**config.mk**
```make
export PLATFORM = sky130hd
export DESIGN_NAME = trap_ctrl_flat
export DESIGN_NICKNAME = d
export VERILOG_FILES = /design/src/rtl/trap_ctrl_if.sv /design/src/rtl/trap_ctrl.sv /design/src/flat_wrapper.sv
export SDC_FILE = /design/constraint.sdc
export NUM_CORES = 1
export LEC_CHECK = 0
export CORE_MARGIN = 2
export CORE_UTILIZATION = 44
export CTS_CLUSTER_DIAMETER = 120
export DETAILED_ROUTE_END_ITERATION = 10
export GPL_TIMING_DRIVEN = 0
export PLACE_DENSITY = 0.78
export SLEW_MARGIN = 20
export SYNTH_ARGS = -nofsm -noshare
export SYNTH_HDL_FRONTEND = slang
export SYNTH_SLANG_ARGS = --single-unit
export TNS_END_PERCENT = 5
```
**constraint.sdc**
```tcl
create_clock -name clk -period 2.3 [get_ports clk]
set_input_delay 0.345 -clock clk [delete_from_list [all_inputs] [get_ports clk]]
set_output_delay 0.345 -clock clk [all_outputs]
set_load 0.02 [all_outputs]
```
**src/rtl/trap_ctrl_if.sv**
```systemverilog
// rtl/trap_ctrl_if.sv - commit-stage trap request and CSR/fetch response bundle
interface trap_ctrl_if;
    logic        exc_req;
    logic [31:0] exc_req_pc;
    logic [4:0]  exc_req_cause;
    logic        mret_req;
    logic [31:0] epc_in;
    logic        req_ready;
    logic        exception_sig;
    logic [31:0] exception_pc;
    logic [4:0]  exception_cause;
    logic        flush;
    logic        redirect_valid;
    logic [31:0] redirect_pc;

    modport master (
        output exc_req, exc_req_pc, exc_req_cause, mret_req, epc_in,
        input  req_ready, exception_sig, exception_pc, exception_cause,
               flush, redirect_valid, redirect_pc
    );

    modport slave (
        input  exc_req, exc_req_pc, exc_req_cause, mret_req, epc_in,
        output req_ready, exception_sig, exception_pc, exception_cause,
               flush, redirect_valid, redirect_pc
    );
endinterface

```
**src/rtl/trap_ctrl.sv**
```systemverilog
// rtl/trap_ctrl.sv - exception/mret sequencer: record, flush, redirect fetch
// Optional macro TRAP_VECTORED_EN: exception redirect = TRAP_VECTOR + (cause << 2).
module trap_ctrl #(
    parameter logic [31:0] TRAP_VECTOR  = 32'h0000_0100,
    parameter int          FLUSH_CYCLES = 3
) (
    input  logic       clk,
    input  logic       rst,
    trap_ctrl_if.slave bus
);
    typedef enum logic [1:0] {IDLE, RECORD, DRAIN, REDIRECT} state_t;

    // Remaining flush cycles after the current one; RECORD counts as a flush cycle.
    localparam logic [3:0] CNT_INIT = 4'(FLUSH_CYCLES - 1);

    state_t      state;
    logic [3:0]  cnt;
    logic [31:0] target;
    logic [31:0] exc_target;

`ifdef TRAP_VECTORED_EN
    assign exc_target = TRAP_VECTOR + {25'd0, bus.exc_req_cause, 2'b00};
`else
    assign exc_target = TRAP_VECTOR;
`endif

    assign bus.req_ready = (state == IDLE);

    always_ff @(posedge clk) begin
        if (rst) begin
            state               <= IDLE;
            cnt                 <= 4'd0;
            target              <= 32'd0;
            bus.exception_sig   <= 1'b0;
            bus.exception_pc    <= 32'd0;
            bus.exception_cause <= 5'd0;
            bus.flush           <= 1'b0;
            bus.redirect_valid  <= 1'b0;
            bus.redirect_pc     <= 32'd0;
        end else begin
            case (state)
                IDLE: begin
                    // Exception has priority; a simultaneous mret stays pending.
                    if (bus.exc_req) begin
                        state               <= RECORD;
                        cnt                 <= CNT_INIT;
                        target              <= exc_target;
                        bus.exception_sig   <= 1'b1;
                        bus.exception_pc    <= bus.exc_req_pc;
                        bus.exception_cause <= bus.exc_req_cause;
                        bus.flush           <= 1'b1;
                    end else if (bus.mret_req) begin
                        state     <= DRAIN;
                        cnt       <= CNT_INIT;
                        target    <= bus.epc_in;
                        bus.flush <= 1'b1;
                    end
                end
                RECORD: begin
                    bus.exception_sig <= 1'b0;
                    if (cnt == 4'd0) begin
                        state              <= REDIRECT;
                        bus.flush          <= 1'b0;
                        bus.redirect_valid <= 1'b1;
                        bus.redirect_pc    <= target;
                    end else begin
                        state <= DRAIN;
                        cnt   <= cnt - 4'd1;
                    end
                end
                DRAIN: begin
                    if (cnt == 4'd0) begin
                        state              <= REDIRECT;
                        bus.flush          <= 1'b0;
                        bus.redirect_valid <= 1'b1;
                        bus.redirect_pc    <= target;
                    end else begin
                        cnt <= cnt - 4'd1;
                    end
                end
                REDIRECT: begin
                    state              <= IDLE;
                    bus.redirect_valid <= 1'b0;
                end
                default: state <= IDLE;
            endcase
        end
    end
endmodule

```
**src/flat_wrapper.sv**
```systemverilog
// flat-port wrapper written by rule: the top's interface ports become plain ports
module trap_ctrl_flat 
#(
    parameter logic [31:0] TRAP_VECTOR  = 32'h0000_0100,
    parameter int          FLUSH_CYCLES = 3
)
  (clk, rst, bus_exc_req, bus_exc_req_pc, bus_exc_req_cause, bus_mret_req, bus_epc_in, bus_req_ready, bus_exception_sig, bus_exception_pc, bus_exception_cause, bus_flush, bus_redirect_valid, bus_redirect_pc);
  trap_ctrl_if bus_i ();
  input  logic clk;
  input  logic rst;
  input wire logic [$bits(bus_i.exc_req)-1:0] bus_exc_req;
  input wire logic [$bits(bus_i.exc_req_pc)-1:0] bus_exc_req_pc;
  input wire logic [$bits(bus_i.exc_req_cause)-1:0] bus_exc_req_cause;
  input wire logic [$bits(bus_i.mret_req)-1:0] bus_mret_req;
  input wire logic [$bits(bus_i.epc_in)-1:0] bus_epc_in;
  output wire logic [$bits(bus_i.req_ready)-1:0] bus_req_ready;
  output wire logic [$bits(bus_i.exception_sig)-1:0] bus_exception_sig;
  output wire logic [$bits(bus_i.exception_pc)-1:0] bus_exception_pc;
  output wire logic [$bits(bus_i.exception_cause)-1:0] bus_exception_cause;
  output wire logic [$bits(bus_i.flush)-1:0] bus_flush;
  output wire logic [$bits(bus_i.redirect_valid)-1:0] bus_redirect_valid;
  output wire logic [$bits(bus_i.redirect_pc)-1:0] bus_redirect_pc;
  assign bus_i.exc_req = bus_exc_req;
  assign bus_i.exc_req_pc = bus_exc_req_pc;
  assign bus_i.exc_req_cause = bus_exc_req_cause;
  assign bus_i.mret_req = bus_mret_req;
  assign bus_i.epc_in = bus_epc_in;
  assign bus_req_ready = bus_i.req_ready;
  assign bus_exception_sig = bus_i.exception_sig;
  assign bus_exception_pc = bus_i.exception_pc;
  assign bus_exception_cause = bus_i.exception_cause;
  assign bus_flush = bus_i.flush;
  assign bus_redirect_valid = bus_i.redirect_valid;
  assign bus_redirect_pc = bus_i.redirect_pc;
  trap_ctrl #(.TRAP_VECTOR(TRAP_VECTOR), .FLUSH_CYCLES(FLUSH_CYCLES)) u_core (.clk(clk), .rst(rst), .bus(bus_i));
endmodule
```
==> flow_summary.ini, run 1 <==
[cts]
clkTransAtPathRegs_ns = 0.11
cts.hold.buffers_added = 0
ctsLongestPathBuffers = 2
cts_root_buffer = clkbuf_8
cts_tree = built
clkLatencyLatePin_ns = 0.38
htree_levels = 3
clock-sinks = 110
cts_buf_count = 9
post_cts.resized_instances = 0
cts.repair_timing.setup_buffer_count = 0

[detailed_routing]
first_pass_iters = 4
wirelength_um = 11100
ant_nets = 0
drt-wirelength-per-cell_um = 15.0
detailroute.via_count = 3805
drcViolationCount = 0
vias_per_cell = 5.11
drt_iter0_drc = 133

[sta]
timing.fmax_mhz = 466
relSlewSlack = 0.663
worst_slew_pin_slew_ns = 0.506
skew_ns = 0.0154
finalHoldWorstSlack_ns = 0.456
timing_hold_violations_final = 0
post-route-min-period_ns = 2.15
drv_slew = 0
grt_setup_unrepaired = no
fin_tns_setup_ns = 0
setup_viol = 0
final_min_period_over_clock_period = 0.933

[yosys]
fraction_of_the_yosys_area_taken_by_sequential_cells = 0.540
syn_area_per_cell_um2 = 8.63
asyncSetResetFlopFracSynth = 0
synth.yosys.warnings = 0
mappedNetlistNets = 553
synth-edff-count = 0
netlist-cell-type-count = 36
synth_seq_cells = 110
synth_flop_cell = dfxtp_1
syn_inst = 472
mappedNetlistArea_mm2 = 0.00408

[cells_and_area]
finish.instance_area_mm2 = 0.00588
nets = 709
mostFrequentLayoutCells = 145 x clkdlybuf4s50_1, 143 x nand2_1, 110 x dfxtp_1
diodes = 0
drive_gt1_frac = 0.0664
flow.area_growth_from_synthesis_pct = 44.3
layout_commonest_cell = clkdlybuf4s50_1
stdcell_count = 744
fill_cells = 761

[flow_run]
cap_violations = 0

[placed_design]
placedCellCount = 728
portBuffers = 145
gp_congestion = 0.849
detail_placement_hpwl_um = 8260
placement.cell_area_mm2 = 0.00567

[die]
io_pins = 146
floorplan.core_area_mm2 = 0.00911
core.rowCount = 35
floorplan.die.height_um = 100
start_util = 0.447
fp.dieW_um = 100
die_area_mm2 = 0.0100

[worst_hold_path]
hold_path_class = flip-flop to flip-flop
worst_hold_path.num_cells = 2

[power_and_ir_drop]
total_leakage_power_nw = 2.14
peak_supply_drop_uv = 398
power_per_cell_area_mw_per_mm2 = 1030

[setup_path]
worstPathMaxFanout = 7
cp-start-kind = flip-flop
critical_path_at_ns = 1.80
criticalPathCategory = flip-flop to output pin
reg2regPathDepth = 7
critPathCaptureType = output pin
crit_required_ns = 1.96

[global_route]
first_pass_grt_wire_length_um = 17500
first_global_vias = 3740
grt_max_degree = 21
grt_usage = 0.219
global_route_total_overflow = 0
antenna_found_initial = 0

[outcome]
result_of_the_run = complete, no violations
## through the flow
stage / setup WS [ns] / util / total power, mW
floorplan: 0.678 / - / 3.93
global placement: 0.347 / 0.622 / 4.75
detailed placement: 0.322 / 0.622 / 4.84
CTS: 0.146 / 0.646 / 6.06
global route: 0.0753 / 0.646 / 6.39
finish: 0.155 / 0.646 / 6.03
## cell usage after synthesis (2+ instances only)
master	number	area [um2]
nor2b_1	2	12.5
o311ai_0	3	26.3
nor2_1	35	131
a22oi_1	31	233
a21oi_1	70	350
o32ai_1	2	17.5
buf_2	12	60.1
ha_1	8	100
dfxtp_1	110	2200
a221oi_1	2	17.5
buf_6	6	67.6
buf_4	2	15.0
nand2_1	143	537
o41ai_1	3	26.3
clkbuf_1	13	48.8
inv_1	10	37.5
## sequential cells by signal (all words and copies together), names as in the netlist
name,count
u_core.target,32
u_core.bus.exception_sig,1
u_core.bus.flush,1
u_core.bus.redirect_valid,1
u_core.bus.exception_pc,32
u_core.cnt,4
u_core.state,2
u_core.bus.redirect_pc,32
u_core.bus.exception_cause,5
## per-layer routing
layer	global-route usage	up-vias	wire [um]	part of all wire
li1	-	1888	-	-
met1	0.270	1756	4940	0.44
met2	0.372	143	5310	0.48
met3	0.0543	18	747	0.067
met4	0.0790	0	146	0.013
met5	0	-	0	0
## worst paths after layout
check                                 from                                       to  slack (ns)
max           u_core.state[0]$_SDFFE_PP0P_                            bus_req_ready        0.15
min          u_core.target[8]$_SDFFE_PP0P_   u_core.bus.redirect_pc[8]$_SDFFE_PP0P_        0.46
max reg2reg   u_core.state[0]$_SDFFE_PP0P_  u_core.bus.redirect_pc[24]$_SDFFE_PP0P_        0.46
min reg2reg  u_core.target[8]$_SDFFE_PP0P_   u_core.bus.redirect_pc[8]$_SDFFE_PP0P_        0.46
## worst max-delay path: stages, from the launching register on
cell and delay, ns:
dfxtp_1 0.37, inv_1 0.13, ha_1 0.29, clkdlybuf4s50_1 0.65
## power breakdown
group          switching, mW  internal [mW]  total [mW]
clock network          0.706          0.532        1.24
registers              0.165           2.18        2.34
logic                   1.41           1.04        2.45
## cell families after synthesis
| family | synth area share |
|---|---|
| AO/OA/AOI/OAI | 0.178 |
| adder cells (fa/ha/maj) | 0.0246 |
| buffers and inverters | 0.0571 |
| flip-flops | 0.540 |
| multiplexers | 0.00522 |
| AND/OR/NAND/NOR | 0.195 |
## area by class of cell
cell class,instances,area [um2],area share
tap,111,139,0.0236
clock buffer,9,124,0.0211
clock inverter,7,91.3,0.0155
inverter,10,37.5,0.00638
buffer,34,195,0.0332
multi-input combinational,318,1640,0.279
sequential,110,2200,0.374
timing repair buffer,145,1450,0.247
Note: power is estimated with default switching activity, not from simulation.
==> run 2, diff against run 1 <==
--- a/config.mk
+++ b/config.mk
@@ -5,8 +5,8 @@
 export SDC_FILE = /design/constraint.sdc
 export NUM_CORES = 1
 export LEC_CHECK = 0
-export CORE_MARGIN = 2
-export CORE_UTILIZATION = 44
+export CORE_UTILIZATION = 42
+export CTS_BUF_LIST = sky130_fd_sc_hd__clkbuf_8
 export CTS_CLUSTER_DIAMETER = 120
 export DETAILED_ROUTE_END_ITERATION = 10
 export GPL_TIMING_DRIVEN = 0
==> constraint.sdc (replaced) <==
create_clock -name clk -period 1.9 [get_ports clk]
set_input_delay 0.285 -clock clk [delete_from_list [all_inputs] [get_ports clk]]
set_output_delay 0.285 -clock clk [all_outputs]
set_load 0.02 [all_outputs]
==> run 2 against run 1 <==
  * Clock skew decreased by 0.0094 ns
  * Final cell count grew 2.4%
  * Worst setup slack worse by 0.023 ns
  * Die area rose by 0.53%
  * Utilization decreased by 1.5 points
  * Combinational power up 22%
  * Sequential share of layout area barely moved
  * Sequential cell count did not move
  * Power increased by 19%
  * Cell area barely moved
  * Worst hold slack gained 0.0019 ns
  * Highest routed layer unchanged
==> flow_summary.ini, run 2 (same netlist as run 1, synthesis figures left out) <==
[power_and_ir_drop]
peak_supply_drop_uv = 523
sum_of_internal_switching_and_leakage_power_mw = 7.15
total_leakage_power_nw = 2.14
power_per_cell_area_mw_per_mm2 = 1220

[detailed_routing]
detailroute.via_count = 3811
drt_iter0_drc = 96
first_pass_iters = 6
drt-wirelength-per-cell_um = 14.1
drcViolationCount = 0
wirelength_um = 10800
ant_nets = 0
vias_per_cell = 5.00

[setup_path]
cp-start-kind = flip-flop
crit_required_ns = 2.16
cp_top_family = simple AND/OR/NAND/NOR gates
critical_path_at_ns = 2.03
criticalPathCategory = flip-flop to flip-flop
critical_path.n_buffers_inverters = 1
critPathCaptureType = flip-flop
cp_cell_sequence = inv_1, ha_1, or3b_4, a21oi_2, mux2_1
worstPathMaxFanout = 5
cp_slowest_stage_delay_ns = 0.44
cell_with_the_largest_stage_delay_on_the_worst_path = or3b_4

[global_route]
globalRouteMet3Util = 0.0652
global_route_total_overflow = 0
grt_usage = 0.218
grt_max_degree = 20
first_pass_grt_wire_length_um = 17400
met1_usage = 0.258
antenna_found_initial = 0
most_used_routing_layer = met2
grt_use_met2 = 0.389
first_global_vias = 3716

[cells_and_area]
flow.area_growth_from_synthesis_pct = 44.4
postLayoutCoreUtil = 0.631
drive_gt1_frac = 0.0711
mostFrequentLayoutCells = 144 x clkdlybuf4s50_1, 143 x nand2_1, 110 x dfxtp_1
nets = 709
layout_commonest_cell = clkdlybuf4s50_1
area_used_by_multi_input_combinational_logic_mm2 = 0.00165
diodes = 0
ff_latch_area_mm2 = 0.00220
reg.largest.list = u_core.bus.exception_pc: 32 flops, u_core.bus.redirect_pc: 32 flops, u_core.target: 32 flops
fill_cells = 821

[cts]
clkLatencyLatePin_ns = 0.36
cts.hold.buffers_added = 0
cts_buf_count = 9
cts_root_buffer = clkbuf_8
clkTransAtPathRegs_ns = 0.10
ctsLongestPathBuffers = 2
cts_tree = built
htree_levels = 3
clock-sinks = 110

[worst_hold_path]
hold_path_class = flip-flop to flip-flop

[placed_design]
gp_congestion = 0.829
detail_placement_hpwl_um = 8040
portBuffers = 145

[sta]
skew_ns = 0.00602
grt_setup_unrepaired = no
drv_slew = 0
relSlewSlack = 0.636
post-route-min-period_ns = 1.77
worst_slew_pin_slew_ns = 0.546
setup_viol = 0
final_min_period_over_clock_period = 0.931
timing_hold_violations_final = 0
timing.fmax_mhz = 566

[die]
core.rowCount = 35
io_pins = 146
die_area_mm2 = 0.0101
start_util = 0.437
floorplan.core_area_mm2 = 0.00933
fp.dieW_um = 101
floorplan.die.height_um = 101

[flow_run]
cap_violations = 0

[outcome]
result_of_the_run = complete, no violations
-- run 2: cell count changes in the layout (fill, tap and decap cells not counted) --
cell and delta:
clkdlybuf4s50_1 -1, dlygate4sd2_1 +1, clkbuf_1 -2, bufinv_16 -1
clkbuf_2 +2, clkinv_8 -1, buf_2 -1, clkbuf_4 +1
ha_4 +1, clkinv_2 +1, inv_8 -1, ha_1 -1
inv_6 +2
-- run 2: repair_timing --
action                     in CTS  in global routing
setup endpoints to repair       1                 50
resized for setup               1                  7
setup buffers                   0                  0
pin swaps                       0                  0
-- run 2: path summary, 6_finish.rpt --
path | startpoint | endpoint | slack (ns) | cells after the start
setup reg to reg | u_core.cnt[0]$_SDFFE_PP0P_ | u_core.state[0]$_SDFFE_PP0P_ | 0.13 | 5
hold / removal | u_core.bus.exception_pc[23]$_SDFFE_PP0P_ | u_core.bus.exception_pc[23]$_SDFFE_PP0P_ | 0.46 | 2
setup / recovery | u_core.cnt[0]$_SDFFE_PP0P_ | u_core.state[0]$_SDFFE_PP0P_ | 0.13 | 5
hold reg to reg | u_core.bus.exception_pc[23]$_SDFFE_PP0P_ | u_core.bus.exception_pc[23]$_SDFFE_PP0P_ | 0.46 | 2
-- run 2: per-layer routing --
layer  share of wire  routed length (um)
met1            0.42                4500
met2            0.49                5240
met3           0.085                 910
met4          0.0089                  96
met5               0                   0
-- run 2: layout make-up --
class | instances | area share
Buffer | 34 | 0.0340
Clock buffer | 9 | 0.0211
Clock inverter | 7 | 0.00957
Inverter | 10 | 0.00638
Multi-Input combinational cell | 318 | 0.281
Sequential cell | 110 | 0.374
Tap cell | 129 | 0.0274
Timing Repair Buffer | 145 | 0.246
-- run 2: report_power, final --
part           internal (mW)  switching, mW  total [mW]
clock network          0.499          0.811        1.31
logic                   1.30           1.70        3.00
registers               2.64          0.200        2.84
-- run 2: per-stage QoR --
step | std cells | setup TNS (ns) | area, um2 | setup slack [ns] | hold WS (ns)
after detailed placement | 746 | -0.0870 | 5690 | -0.0227 | 0.445
after global placement | 746 | 0 | 5690 | 0.00723 | 0.441
after global routing | 762 | 0 | 5880 | 0.0694 | 0.456
after CTS | 762 | 0 | 5870 | 0.0450 | 0.444
final | 762 | 0 | 5880 | 0.132 | 0.458
after floorplan | 472 | 0 | 4080 | 0.278 | 0.421
-- run 2: tightest hold or removal path, cell delays in order (launching register included) --
cell and delay [ns]:
dfxtp_1 0.32, nand2_1 0.05, a21oi_1 0.05
